## src/rtl/rx_channel_if.sv

```systemverilog
// Bus-side handshake of one AXI channel between the transmit stage (master)
// and the receive stage (slave).
interface rx_channel_if #(
    parameter int WIDTH = 8
);
    logic             VALID;
    logic [WIDTH-1:0] xDATA;
    logic             READY;

    modport master (output VALID, output xDATA, input READY);
    modport slave  (input VALID, input xDATA, output READY);
endinterface

```

## src/rtl/rx_channel.sv

```systemverilog
// Receive stage of one AXI channel: registered READY, DEPTH-entry FWFT FIFO, local consumer port.
// Define RX_PROTOCOL_CHECK_EN to compile in the sticky transmitter handshake checker.
module rx_channel #(
    parameter int WIDTH = 8,
    parameter int DEPTH = 4
) (
    input  logic                       ACLK,
    input  logic                       ARESETn,
    rx_channel_if.slave                bus,
    output logic [WIDTH-1:0]           rx_data,
    output logic                       rx_valid,
    input  logic                       rx_ready,
    output logic [$clog2(DEPTH+1)-1:0] rx_count,
    output logic                       proto_err
);
    localparam int PW = $clog2(DEPTH);
    localparam int CW = $clog2(DEPTH + 1);

    typedef enum logic [1:0] {OCC_EMPTY, OCC_PARTIAL, OCC_FULL} occ_e;

    logic [WIDTH-1:0] mem [DEPTH];
    logic [PW-1:0]    wr_ptr;
    logic [PW-1:0]    rd_ptr;
    logic [CW-1:0]    count;
    logic [CW-1:0]    count_next;
    logic             ready_q;
    logic             push;
    logic             pop;
    occ_e             occ;

    always_comb begin
        occ = OCC_PARTIAL;
        if (count == '0)
            occ = OCC_EMPTY;
        else if (count == CW'(DEPTH))
            occ = OCC_FULL;
    end

    assign rx_valid  = (occ != OCC_EMPTY);
    assign rx_data   = mem[rd_ptr];
    assign rx_count  = count;
    assign bus.READY = ready_q;

    assign push       = bus.VALID & ready_q;
    assign pop        = rx_valid & rx_ready;
    assign count_next = count + CW'(push) - CW'(pop);

    // NOTE: sequential state uses non-blocking assignments so every register
    // samples pre-edge values regardless of block ordering.
    always_ff @(posedge ACLK or negedge ARESETn) begin
        if (!ARESETn) begin
            wr_ptr  <= '0;
            rd_ptr  <= '0;
            count   <= '0;
            ready_q <= 1'b0;
        end else begin
            if (push)
                wr_ptr <= wr_ptr + PW'(1);
            if (pop)
                rd_ptr <= rd_ptr + PW'(1);
            count   <= count_next;
            // Same-cycle pop is folded in, so a push+pop at DEPTH-1 keeps READY high.
            ready_q <= (count_next != CW'(DEPTH));
        end
    end

    // NOTE: storage has no reset; occupancy and pointers alone define which
    // entries are meaningful, so stale contents are never observed.
    always_ff @(posedge ACLK) begin
        if (push)
            mem[wr_ptr] <= bus.xDATA;
    end

`ifdef RX_PROTOCOL_CHECK_EN
    logic             prev_valid;
    logic             prev_ready;
    logic [WIDTH-1:0] prev_data;
    logic             err_q;
    logic             violation;

    // A stalled beat must stay asserted with unchanged data until accepted.
    assign violation = prev_valid & ~prev_ready &
                       (~bus.VALID | (bus.xDATA != prev_data));

    always_ff @(posedge ACLK or negedge ARESETn) begin
        if (!ARESETn) begin
            prev_valid <= 1'b0;
            prev_ready <= 1'b0;
            prev_data  <= '0;
            err_q      <= 1'b0;
        end else begin
            prev_valid <= bus.VALID;
            prev_ready <= ready_q;
            prev_data  <= bus.xDATA;
            err_q      <= err_q | violation;
        end
    end

    assign proto_err = err_q;
`else
    assign proto_err = 1'b0;
`endif
endmodule

```

## src/flat_wrapper.sv

```systemverilog
// flat-port wrapper written by rule: the top's interface ports become plain ports
module rx_channel_flat 
#(
    parameter int WIDTH = 8,
    parameter int DEPTH = 4
)
  (ACLK, ARESETn, rx_data, rx_valid, rx_ready, rx_count, proto_err, bus_VALID, bus_xDATA, bus_READY);
  rx_channel_if #(.WIDTH(WIDTH)) bus_i ();
  input  logic ACLK;
  input  logic ARESETn;
  output logic [WIDTH-1:0] rx_data;
  output logic rx_valid;
  input  logic rx_ready;
  output logic [$clog2(DEPTH+1)-1:0] rx_count;
  output logic proto_err;
  input wire logic [$bits(bus_i.VALID)-1:0] bus_VALID;
  input wire logic [$bits(bus_i.xDATA)-1:0] bus_xDATA;
  output wire logic [$bits(bus_i.READY)-1:0] bus_READY;
  assign bus_i.VALID = bus_VALID;
  assign bus_i.xDATA = bus_xDATA;
  assign bus_READY = bus_i.READY;
  rx_channel #(.WIDTH(WIDTH), .DEPTH(DEPTH)) u_core (.ACLK(ACLK), .ARESETn(ARESETn), .bus(bus_i), .rx_data(rx_data), .rx_valid(rx_valid), .rx_ready(rx_ready), .rx_count(rx_count), .proto_err(proto_err));
endmodule
```

## config.mk

```make
export PLATFORM = sky130hd
export DESIGN_NAME = rx_channel_flat
export DESIGN_NICKNAME = d
export VERILOG_FILES = /design/src/rtl/rx_channel_if.sv /design/src/rtl/rx_channel.sv /design/src/flat_wrapper.sv
export SDC_FILE = /design/constraint.sdc
export NUM_CORES = 1
export LEC_CHECK = 0
export CORE_UTILIZATION = 35
export DETAILED_ROUTE_END_ITERATION = 7
export HOLD_SLACK_MARGIN = 0.1
export PLACE_DENSITY = 0.65
export SLEW_MARGIN = 20
export SYNTH_ARGS = -nofsm -noshare
export SYNTH_HDL_FRONTEND = slang
export SYNTH_SLANG_ARGS = --single-unit
```

## constraint.sdc

```tcl
create_clock -name ACLK -period 1.9 [get_ports ACLK]
set_input_delay 0.285 -clock ACLK [delete_from_list [all_inputs] [get_ports ACLK]]
set_output_delay 0.285 -clock ACLK [all_outputs]
set_load 0.03 [all_outputs]
```

Word-level counts from Yosys, hierarchy flattened
Memories as Yosys holds them, arrays and structs flattened.
Index checks and enable logic that the tools add are counted.
W data, S select, Z words.
{"block": "classes", "addsub": 4, "eq_ne": 2, "mux": 4, "bitwise": 2, "n_reduce_logical": 2}
{"op": "$add A2 B1 Y2 const B", "count": 2}
{"op": "$mux W2", "count": 2}
{"op": "$add A3 B1 Y3", "count": 1}
{"op": "$eq A3 B3 Y1 const B", "count": 1}
{"op": "$logic_not A3 Y1", "count": 1}
{"op": "$ne A3 B3 Y1 const B", "count": 1}
{"op": "$sub A3 B1 Y3", "count": 1}
{"op": "$and A1 B1 Y1", "count": 2}
{"op": "$mux W1", "count": 2}
{"op": "$reduce_bool A2 Y1", "count": 1}
{"block": "word_totals", "regBits": 8, "ramBits": 32, "in_bits": 12, "output_inout_bits": 14, "wordCells": 19, "memories": 1}
{"name": "u_core.mem", "depth": 4, "width": 8, "read_ports": 1, "rd_ports_with_merged_regs": 0, "wr": 1, "line": "rx_channel.sv:21", "text": "logic [WIDTH-1:0] mem [DEPTH];"}

Logic depth before layout (Yosys ltp)
Gate-level depths: netlist of run 1.
{"block": "depth", "depth_word": 7, "depth_mapped": 7, "depth_no_buf": 7}

Worst setup path before layout of run 1
Ideal clock, no wire load.
{"block": "synth_timing", "kind": "flip-flop to flip-flop", "from": "register u_core.count[1], in the netlist u_core.rx_count[1]", "to": "register u_core.ready_q, in the netlist u_core.bus.READY", "setup_time_ns": 0.119, "arrival_ns": 2.141, "required_ns": 1.781, "path_slack_ns": -0.359, "stages_incl_launch_ff": 8, "path_cell_list": "dfrtp_1 -> o31a_1 -> ha_1 -> inv_1 -> ha_1 -> fa_1 -> xnor3_1 -> nand2_1"}
{"block": "synth_via", "elab_chain_len": 7}
{"element": "start, declared", "line": "rx_channel.sv:24", "text": "logic [CW-1:0] count;"}
{"element": "start signal, assigned", "line": "rx_channel.sv:61", "text": "count <= count_next;"}
{"element": "$eq A3 B3 Y1", "line": "rx_channel.sv:35", "text": "else if (count == CW'(DEPTH))"}
{"element": "$mux W2", "line": "rx_channel.sv:35"}
{"element": "$mux W2 *", "line": "rx_channel.sv:33", "text": "if (count == '0)"}
{"element": "$reduce_bool A2 Y1 *", "line": "rx_channel.sv:39", "text": "assign rx_valid = (occ != OCC_EMPTY);"}
{"element": "$and A1 B1 Y1 *", "line": "rx_channel.sv:45", "text": "assign pop = rx_valid & rx_ready;"}
{"element": "named net u_core.pop", "line": "rx_channel.sv:28", "text": "logic pop;"}
{"element": "$sub A3 B1 Y3 *", "line": "rx_channel.sv:46", "text": "assign count_next = count + CW'(push) - CW'(pop);"}
{"element": "named net u_core.count_next[2]", "line": "rx_channel.sv:25", "text": "logic [CW-1:0] count_next;"}
{"element": "$ne A3 B3 Y1 *", "line": "rx_channel.sv:63", "text": "ready_q <= (count_next != CW'(DEPTH));"}
{"element": "end signal, assigned", "line": "rx_channel.sv:63"}
{"element": "end, declared", "line": "rx_channel.sv:26", "text": "logic ready_q;"}
The timed path passes the listed nets; every way through them passes the cells marked *.
A chain may end at the register's enable or synchronous reset.

Worst setup path in the final report of run 1
{"block": "layout_timing", "from": "register u_core.count[2], in the netlist u_core.rx_count[2]", "to": "register u_core.ready_q, in the netlist u_core.bus.READY"}
Same word-level chain as after synthesis.

==> results of run 1 <==
layout by cell type, fill, tap and decap left out, drive strengths merged, types with 2 or more instances in the layout:
| master | netlist | routed |
|---|---|---|
| edfxtp | 32 | 32 |
| buf | 2 | 20 |
| clkdlybuf4s50 | 0 | 15 |
| mux4 | 8 | 8 |
| dfrtp | 8 | 8 |
| inv | 7 | 7 |
| ha | 6 | 6 |
| clkbuf | 1 | 6 |
| and3 | 4 | 4 |
| nand2 | 2 | 2 |
| xnor2 | 2 | 2 |
| clkinv | 0 | 2 |
metal layers:
metal  vias up  global-route usage, %  part of all wire, %
li1        383                      -                    -
met4         0                  6.000                 0.97
met3         3                  3.779                  5.3
met5         -                      0                    0
met2        28                  20.09                   48
met1       397                  16.26                   45
power by group:
part / leakage (nW) / total [mW] / switching [mW] / internal (mW)
combinational: 0.363 / 1.43 / 0.767 / 0.666
clock: 0.0558 / 0.680 / 0.292 / 0.389
sequential: 0.382 / 1.31 / 0.129 / 1.18
kinds of logic after synthesis:
family                   after synthesis  synth area share (%)
AO/OA/AOI/OAI                          2                 1.088
XOR/XNOR                               4                 3.031
adder cells (fa/ha/maj)                7                 5.905
buffers and inverters                 10                 3.108
flip-flops                            40                 72.11
multiplexers                           9                 11.89
other                                  1                0.2329
AND/OR/NAND/NOR                        8                 2.642
timing repair:
item,in CTS,in global routing
gates resized for setup,39,4
pin swaps,1,2
setup endpoints to repair,11,4
buffers inserted,0,1
flip-flops by register name, indices dropped and copies added (netlist names):
register          cells
u_core.bus.READY      1
u_core.mem           32
u_core.wr_ptr         2
u_core.rx_count       3
u_core.rd_ptr         2
worst max-delay path: cells and delay by family, from the launching register on:
family / cells / cell delay, ns
adder cells (fa/ha/maj): 3 / 0.79
buffers and inverters: 1 / 0.04
flip-flops: 1 / 0.41
AO/OA/AOI/OAI: 1 / 0.30
XOR/XNOR: 1 / 0.24
AND/OR/NAND/NOR: 1 / 0.06
metrics by stage:
stage,area [µm²],total power [mW]
final,2068,3.425
after CTS,2071,3.480
after floorplan,1618,2.257
after global routing,2068,3.604
after detailed placement,1994,2.906
after global placement,1994,2.856
worst max-delay path by stage:
stage	from	end	cells after the start
6_report	u_core.rx_count[2]$_DFF_PN0_	u_core.bus.READY$_DFF_PN0_	7
3_5_place_dp	rx_ready	u_core.bus.READY$_DFF_PN0_	8
3_3_place_gp	rx_ready	u_core.bus.READY$_DFF_PN0_	8
5_1_grt	u_core.rx_count[2]$_DFF_PN0_	u_core.bus.READY$_DFF_PN0_	7
2_1_floorplan	u_core.rx_count[2]$_DFF_PN0_	u_core.bus.READY$_DFF_PN0_	7
4_1_cts	u_core.rd_ptr[0]$_DFFE_PN0P_	rx_data[4]	3
final cells by class:
cell class              instances  area, µm²  area share, %
inverters                       7      26.28          1.270
repair buffers                 36      297.8          14.40
well taps                      52      65.06          3.146
clock buffers                   5      68.82          3.327
multi-input cells              31      404.1          19.54
clock inverters                 3      42.54          2.057
flip-flops and latches         40       1164          56.26
==> impl_metrics.json, run 1 <==
{
  "run_status": "finished with violations",
  "violations": "setup timing",
  "setup-violations-final": 1,
  "critical_path.max_fanout": 2,
  "design.final.nets": 140,
  "ant_diodes": 0,
  "number_of_synthesized_register_bits": 40,
  "synth_top_cells_by_area": "edfxtp_1, dfrtp_1, mux4_2",
  "final_core_utilization_pct": 47.17,
  "drive_gt1_share_pct": 33.61,
  "cp_capture_type": "flip-flop",
  "route.vias.total": 811,
  "syn2layout_area_growth_pct": 28.44,
  "floorplan.initialDensity_pct": 36.73,
  "fillers": 380,
  "clock_tree.htree_level_count": 2,
  "clockBufferDepth": 2,
  "tritoncts": "yes",
  "die_extent_in_y_um": 69.83,
  "static_power_due_to_leakage_nw": 0.8006,
  "syn-num-nets": 100,
  "worstPathArrival_ns": 2.12,
  "inst_count_dp": 165,
  "worst_hold_path_type": "primary input to async pin",
  "cp_slowest_stage_delay_ns": 0.41,
  "total_of_hold_buffers_inserted_after_clock_tree_synthesis": 0,
  "fp.dieArea_mm2": 0.004876,
  "finalWirelength_mm": 2.783,
  "synth_enable_flop_cells": 32,
  "wire_per_inst_um": 15.99,
  "hold_slack_ns": 0.2688,
  "detail_route.first_pass.iterations": 2,
  "timing.final.max_slew_violations": 0,
  "seq_area_frac_synth_pct": 72.11,
  "ant_nets": 0,
  "min_period_ns": 1.940,
  "clock_latency_ns": 0.29,
  "critPathRequiredTime_ns": 2.08,
  "rows": 24,
  "route.detailed.drc": 0,
  "cts-buffers-inserted": 5,
  "placement.io_buffers": 24,
  "hpwl_mm": 1.891,
  "final_cycle_share_pct": 102.1,
  "reg2reg_from": "u_core.rx_count[2]$_DFF_PN0_",
  "overflow": 0,
  "gr-usage-all-layers_pct": 12.78,
  "core_area_mm2": 0.004384,
  "routed_via_density": 4.661,
  "syn_area_cell_um2": 19.88,
  "clk_root_buffer_cell": "clkbuf_8",
  "synthesis.yosys.warnings": 0,
  "worst-r2r-setup-slack_ns": -0.04,
  "worstSetupStartpointType": "flip-flop",
  "post_synth_most_frequent_cells": "edfxtp_1, dfrtp_1, mux4_2",
  "timing.final.ws_setup_ns": -0.03961,
  "clkSlewWorstSetupHoldPaths_ns": 0.07,
  "ys_dominant_reg_cell": "edfxtp_1",
  "drtIter0Drc": 52,
  "antenna_found_initial": 0,
  "path_class": "flip-flop to flip-flop",
  "gp_congestion": 0.6687,
  "synth-async-reset-ratio_pct": 20.00,
  "fin_cells": 174,
  "finalHoldViolCount": 0,
  "floorplan.die.width_um": 69.83,
  "grt_setup_unrepaired": "yes",
  "worst_slack_after_detailed_placement_ns": -0.2308,
  "reg2regPathDepth": 7,
  "postSynthCellCount": 81,
  "rr_endpoint": "u_core.bus.READY$_DFF_PN0_",
  "maxCapViolations": 0,
  "yosys.cell_count.top_type": "edfxtp_1",
  "tritoncts_num_sinks": 40,
  "synth_cell_types": 20,
  "cell_taking_the_most_area_after_synthesis": "edfxtp_1",
  "post_synth_instance_area_mm2": 0.001610,
  "cp_cell_sequence": "o31a_1 -> ha_1 -> inv_1 -> ha_2 -> fa_2 -> xnor3_1 -> nand2_1",
  "area_share_of_the_largest_cell_type_after_synthesis_pct": 59.67,
  "grt_start_max_net_pins": 14,
  "maxClockFrequency_mhz": 515.6,
  "first_global_vias": 924,
  "global_route_wire_length_before_repair_mm": 4.588,
  "power-per-cell-area_mw_per_mm2": 1656,
  "worst_ir_drop_vdd_mv": 0.8400,
  "tns_ns": -0.03961,
  "floorplan.io_pins": 26,
  "finClkSkew_ns": 0.004266,
  "worst_path_max_delay_cell": "dfrtp_2"
}
(Power assumes the default switching activity.)
==> inputs of run 2 (changes only) <==
--- a/config.mk
+++ b/config.mk
@@ -9,6 +9,8 @@
 export DETAILED_ROUTE_END_ITERATION = 7
 export HOLD_SLACK_MARGIN = 0.1
 export PLACE_DENSITY = 0.65
+export REMOVE_ABC_BUFFERS = 1
+export SKIP_CTS_REPAIR_TIMING = 1
 export SLEW_MARGIN = 20
 export SYNTH_ARGS = -nofsm -noshare
 export SYNTH_HDL_FRONTEND = slang
==> run 2 against run 1 <==
  * The run still ends with setup timing left
  * Non-clock buffer count up 4
  * Hold slack improved by 0.0061 ns
  * Design area is 1.7% higher
  * Critical path depth did not move
  * Maximum frequency grew 0.41%
  * Global-route usage shrank 0.083 points
  * First-iteration DRC count is 9.6% higher
  * Combinational power increased by 9%
  * Sequential power decreased by 4%
  * Clock power is 1% higher
  * Highest routed layer unchanged
==> impl_metrics.json, run 2 (synthesized netlist as in run 1, its figures left out) <==
{
  "run_status": "finished with violations",
  "violations": "setup timing",
  "worstSetupStartpointType": "flip-flop",
  "maxClockFrequency_mhz": 517.7,
  "route.detailed.drc": 0,
  "timing.final.max_slew_violations": 0,
  "critical_path.max_fanout": 2,
  "overflow": 0,
  "worst-r2r-setup-slack_ns": -0.03,
  "cp_capture_type": "flip-flop",
  "wire_per_inst_um": 16.21,
  "clk_root_buffer_cell": "clkbuf_8",
  "tritoncts_num_sinks": 40,
  "die_extent_in_y_um": 69.83,
  "gr-usage-all-layers_pct": 12.70,
  "floorplan.die.width_um": 69.83,
  "tritoncts": "yes",
  "cts-buffers-inserted": 5,
  "design.final.nets": 144,
  "ant_nets": 0,
  "clockBufferDepth": 2,
  "syn2layout_area_growth_pct": 30.61,
  "critPathRequiredTime_ns": 2.08,
  "timing.final.ws_setup_ns": -0.03175,
  "worst_ir_drop_vdd_mv": 0.8508,
  "worstPathArrival_ns": 2.11,
  "drive_gt1_share_pct": 35.71,
  "largest_register": "u_core.mem",
  "grt_start_max_net_pins": 14,
  "rows": 24,
  "layout.cells.most_common_list": "edfxtp_1, buf_4, clkdlybuf4s50_1",
  "ant_diodes": 0,
  "clkSlewWorstSetupHoldPaths_ns": 0.08,
  "detail_route.first_pass.iterations": 2,
  "floorplan.initialDensity_pct": 36.73,
  "power-per-cell-area_mw_per_mm2": 1669,
  "gp_congestion": 0.6502,
  "finalHoldViolCount": 0,
  "layout.cells.most_common": "edfxtp_1",
  "worst_hold_path_type": "primary input to async pin",
  "maxCapViolations": 0,
  "final_cycle_share_pct": 101.7,
  "finalWirelength_mm": 2.885,
  "setup-violations-final": 1,
  "global_route_wire_length_before_repair_mm": 4.478,
  "finClkSkew_ns": 0.007641,
  "drtIter0Drc": 57,
  "crit_start": "u_core.rx_count[0]$_DFF_PN0_",
  "routed_via_density": 4.826,
  "largest_register_ff_count": 32,
  "antenna_found_initial": 0,
  "totalPowerFinal_mw": 3.511,
  "fp.dieArea_mm2": 0.004876,
  "reg2reg_from": "u_core.rx_count[0]$_DFF_PN0_",
  "tns_ns": -0.03175,
  "clock_tree.htree_level_count": 2,
  "path_class": "flip-flop to flip-flop",
  "first_global_vias": 914,
  "route.vias.total": 859,
  "static_power_due_to_leakage_nw": 0.8195,
  "clock_latency_ns": 0.29,
  "reg2regPathDepth": 7,
  "min_period_ns": 1.932,
  "core_area_mm2": 0.004384,
  "grt_setup_unrepaired": "yes",
  "floorplan.io_pins": 26,
  "hpwl_mm": 1.933,
  "placement.io_buffers": 24
}
## run 2: cell count changes in the layout (fill, tap and decap cells not counted), sizes merged
cell | before | now
clkbuf | 6 | 13
buf | 20 | 16
clkinv | 2 | 1
clkinvlp | 0 | 1
dlymetal6s2s | 0 | 1
## run 2: area by class of cell
| class | instances | area, µm² |
|---|---|---|
| multi-input combinational | 31 | 416.7 |
| tap | 52 | 65.06 |
| timing repair buffer | 40 | 322.8 |
| fill | 385 | 2281 |
| clock inverter | 3 | 42.54 |
| sequential | 40 | 1161 |
| clock buffer | 5 | 68.82 |
| inverter | 7 | 26.28 |
## run 2: power by group
group	leakage (nW)	switching (mW)	internal [mW]
registers	0.384	0.0836	1.18
clock network	0.0541	0.300	0.389
logic	0.381	0.843	0.717
total	0.820	1.23	2.28
## run 2: final timing paths
kind | to
hold reg to reg | u_core.wr_ptr[0]$_DFFE_PN0N_
min in group ACLK | u_core.wr_ptr[0]$_DFFE_PN0N_
max in group asynchronous | u_core.wr_ptr[0]$_DFFE_PN0N_
hold / removal | u_core.rx_count[1]$_DFF_PN0_
setup reg to reg | u_core.bus.READY$_DFF_PN0_
setup / recovery | u_core.bus.READY$_DFF_PN0_
## run 2: worst max-delay path, cell delays in order (launching register included)
cell,delay [ns]
dfrtp_1,0.39
o31a_1,0.31
ha_1,0.30
inv_2,0.05
ha_4,0.15
fa_2,0.35
xnor3_1,0.22
nand2_1,0.05
## run 2: metrics by stage
| step | cell area, µm² | std cells | utilization (%) | setup slack [ns] | hold slack (ns) |
|---|---|---|---|---|---|
| after floorplan | 1587 | 78 | - | -0.3595 | -0.01059 |
| after detailed placement | 1997 | 168 | 45.55 | -0.4027 | 0.5255 |
| final | 2103 | 178 | 47.97 | -0.03175 | 0.2749 |
| after global routing | 2103 | 178 | 47.97 | -0.1223 | 0.2830 |
| after CTS | 2108 | 176 | 48.09 | -0.3317 | 0.2825 |
| after global placement | 1997 | 168 | 45.55 | -0.3262 | 0.5170 |
## run 2: routing by layer
metal  vias to the layer above  global-route usage (%)  routed length [µm]
met5                         -                       0                   0
met4                         0                   4.667                  73
li1                        397                       -                   -
met1                       427                   16.28                1262
met2                        28                   19.23                1374
met3                         7                   5.378                 175
==> inputs of run 3 (changes only) <==
--- a/config.mk
+++ b/config.mk
@@ -5,10 +5,11 @@
 export SDC_FILE = /design/constraint.sdc
 export NUM_CORES = 1
 export LEC_CHECK = 0
-export CORE_UTILIZATION = 35
+export CORE_ASPECT_RATIO = 1.1
+export CORE_UTILIZATION = 47
 export DETAILED_ROUTE_END_ITERATION = 7
 export HOLD_SLACK_MARGIN = 0.1
-export PLACE_DENSITY = 0.65
+export PLACE_DENSITY = 0.81
 export REMOVE_ABC_BUFFERS = 1
 export SKIP_CTS_REPAIR_TIMING = 1
 export SLEW_MARGIN = 20
==> run 3 against run 2 <==
  * The run ends with DRC, setup timing left
  * Global-route usage up 3.9 points
  * Non-clock buffer count is 4 lower
  * Routed wire length shrank 4.8%
  * Setup slack got worse by 0.11 ns
  * Final cell count shrank 12%
  * Critical path type unchanged
  * Clock power down 42%
  * Hold slack worse by 0.058 ns
==> impl_metrics.json, run 3 (synthesized netlist as in run 1, its figures left out) <==
{
  "clockBufferDepth": 2,
  "min_period_ns": 2.038,
  "largest_register_ff_count": 32,
  "global_route_wire_length_before_repair_mm": 4.278,
  "hpwl_mm": 1.877,
  "gr-usage-all-layers_pct": 16.56,
  "critPathRequiredTime_ns": 2.12,
  "gp_congestion": 0.6552,
  "static_power_due_to_leakage_nw": 0.8138,
  "floorplan.initialDensity_pct": 51.07,
  "ant_diodes": 0,
  "core_area_mm2": 0.003153,
  "clkSlewWorstSetupHoldPaths_ns": 0.11,
  "finish.instance_area_mm2": 0.002042,
  "grt_start_max_net_pins": 13,
  "finClkSkew_ns": 0.009907,
  "antenna_found_initial": 0,
  "drtIter0Drc": 15,
  "clk_root_buffer_cell": "clkbuf_4",
  "design.final.nets": 140,
  "placement.io_buffers": 24,
  "drive_gt1_share_pct": 31.97,
  "route.vias.total": 846,
  "worstPathArrival_ns": 2.26,
  "overflow": 0,
  "rows": 21,
  "hold_slack_ns": 0.2171,
  "worst_slack_after_detailed_placement_ns": -0.4433,
  "wire_per_inst_um": 17.61,
  "fillers": 233,
  "fin_cells": 156,
  "power-per-cell-area_mw_per_mm2": 1642,
  "setup-violations-final": 2,
  "final_cycle_share_pct": 107.3,
  "finalHoldViolCount": 0,
  "dpl_cell_area_mm2": 0.001942,
  "syn2layout_area_growth_pct": 26.81,
  "worst_ir_drop_vdd_mv": 1.006,
  "worst_hold_path_type": "primary input to async pin",
  "tritoncts_num_sinks": 40,
  "ant_nets": 0,
  "worstSetupStartpointType": "flip-flop",
  "detail_route.first_pass.iterations": 6,
  "maxCapViolations": 0,
  "violations": "DRC, setup timing",
  "timing.final.max_slew_violations": 0,
  "maxClockFrequency_mhz": 490.6,
  "layout.cells.most_common_list": "edfxtp_1, clkdlybuf4s50_1, buf_4",
  "timing.final.ws_setup_ns": -0.1385,
  "largest_register": "u_core.mem",
  "cp_capture_type": "flip-flop",
  "clock_tree.htree_level_count": 2,
  "clock_latency_ns": 0.33,
  "path_class": "flip-flop to flip-flop",
  "route.detailed.drc": 1,
  "grt_setup_unrepaired": "yes",
  "cts-buffers-inserted": 5,
  "routed_via_density": 5.423,
  "run_status": "finished with violations",
  "floorplan.io_pins": 26,
  "first_global_vias": 906,
  "inst_count_dp": 144,
  "die_extent_in_y_um": 63.39,
  "floorplan.die.width_um": 57.81,
  "fp.dieArea_mm2": 0.003665,
  "critical_path.max_fanout": 2,
  "layout.cells.most_common": "edfxtp_1",
  "finalWirelength_mm": 2.747,
  "totalPowerFinal_mw": 3.352,
  "tritoncts": "yes"
}
==> run 3: worst paths after layout <==
kind | startpoint | end | slack (ns) | cells after the start
hold / removal | ARESETn | u_core.rx_count[2]$_DFF_PN0_ | 0.22 | 1
hold reg to reg | u_core.wr_ptr[0]$_DFFE_PN0N_ | u_core.wr_ptr[0]$_DFFE_PN0N_ | 0.55 | 1
setup reg to reg | u_core.rx_count[0]$_DFF_PN0_ | u_core.bus.READY$_DFF_PN0_ | -0.14 | 7
setup / recovery | u_core.rx_count[0]$_DFF_PN0_ | u_core.bus.READY$_DFF_PN0_ | -0.14 | 7
min in group ACLK | u_core.wr_ptr[0]$_DFFE_PN0N_ | u_core.wr_ptr[0]$_DFFE_PN0N_ | 0.55 | 1
max in group asynchronous | ARESETn | u_core.wr_ptr[0]$_DFFE_PN0N_ | 1.41 | 1
==> run 3: metal layers <==
metal,GRT usage [%],up-vias,routed length (µm)
li1,-,386,-
met3,5.133,2,164
met4,9.524,0,13
met2,27.30,28,1522
met5,0,-,0
met1,18.69,430,1046
==> run 3: per-stage QoR <==
stage	TNS, ns	utilization, %
after floorplan	-0.7338	-
after global placement	-0.6405	61.59
after detailed placement	-1.079	61.59
after CTS	-4.044	63.25
after global routing	-0.4344	64.76
final	-0.1626	64.76
==> run 3: cell type report <==
class                           instances  area (µm²)  area share, %
Timing Repair Buffer                   36       352.8          17.28
Multi-Input combinational cell         31       406.6          19.91
Sequential cell                        40        1161          56.86
Tap cell                               34       42.54          2.083
Clock buffer                            6       41.29          2.022
Inverter                                7       26.28          1.287
Clock inverter                          2       11.26         0.5515
==> run 3: worst max-delay path, cell delays in order (launching register included) <==
cell and delay [ns]:
dfrtp_1 0.41, o31a_1 0.33, ha_1 0.31, inv_1 0.07
ha_2 0.17, fa_2 0.45, nor2_2 0.13, nand2_1 0.05
==> run 3: report_power, final <==
group / total [mW] / internal [mW] / switching (mW)
logic: 1.64 / 0.821 / 0.818
registers: 1.31 / 1.18 / 0.134
clock network: 0.402 / 0.141 / 0.261
total: 3.35 / 2.14 / 1.21
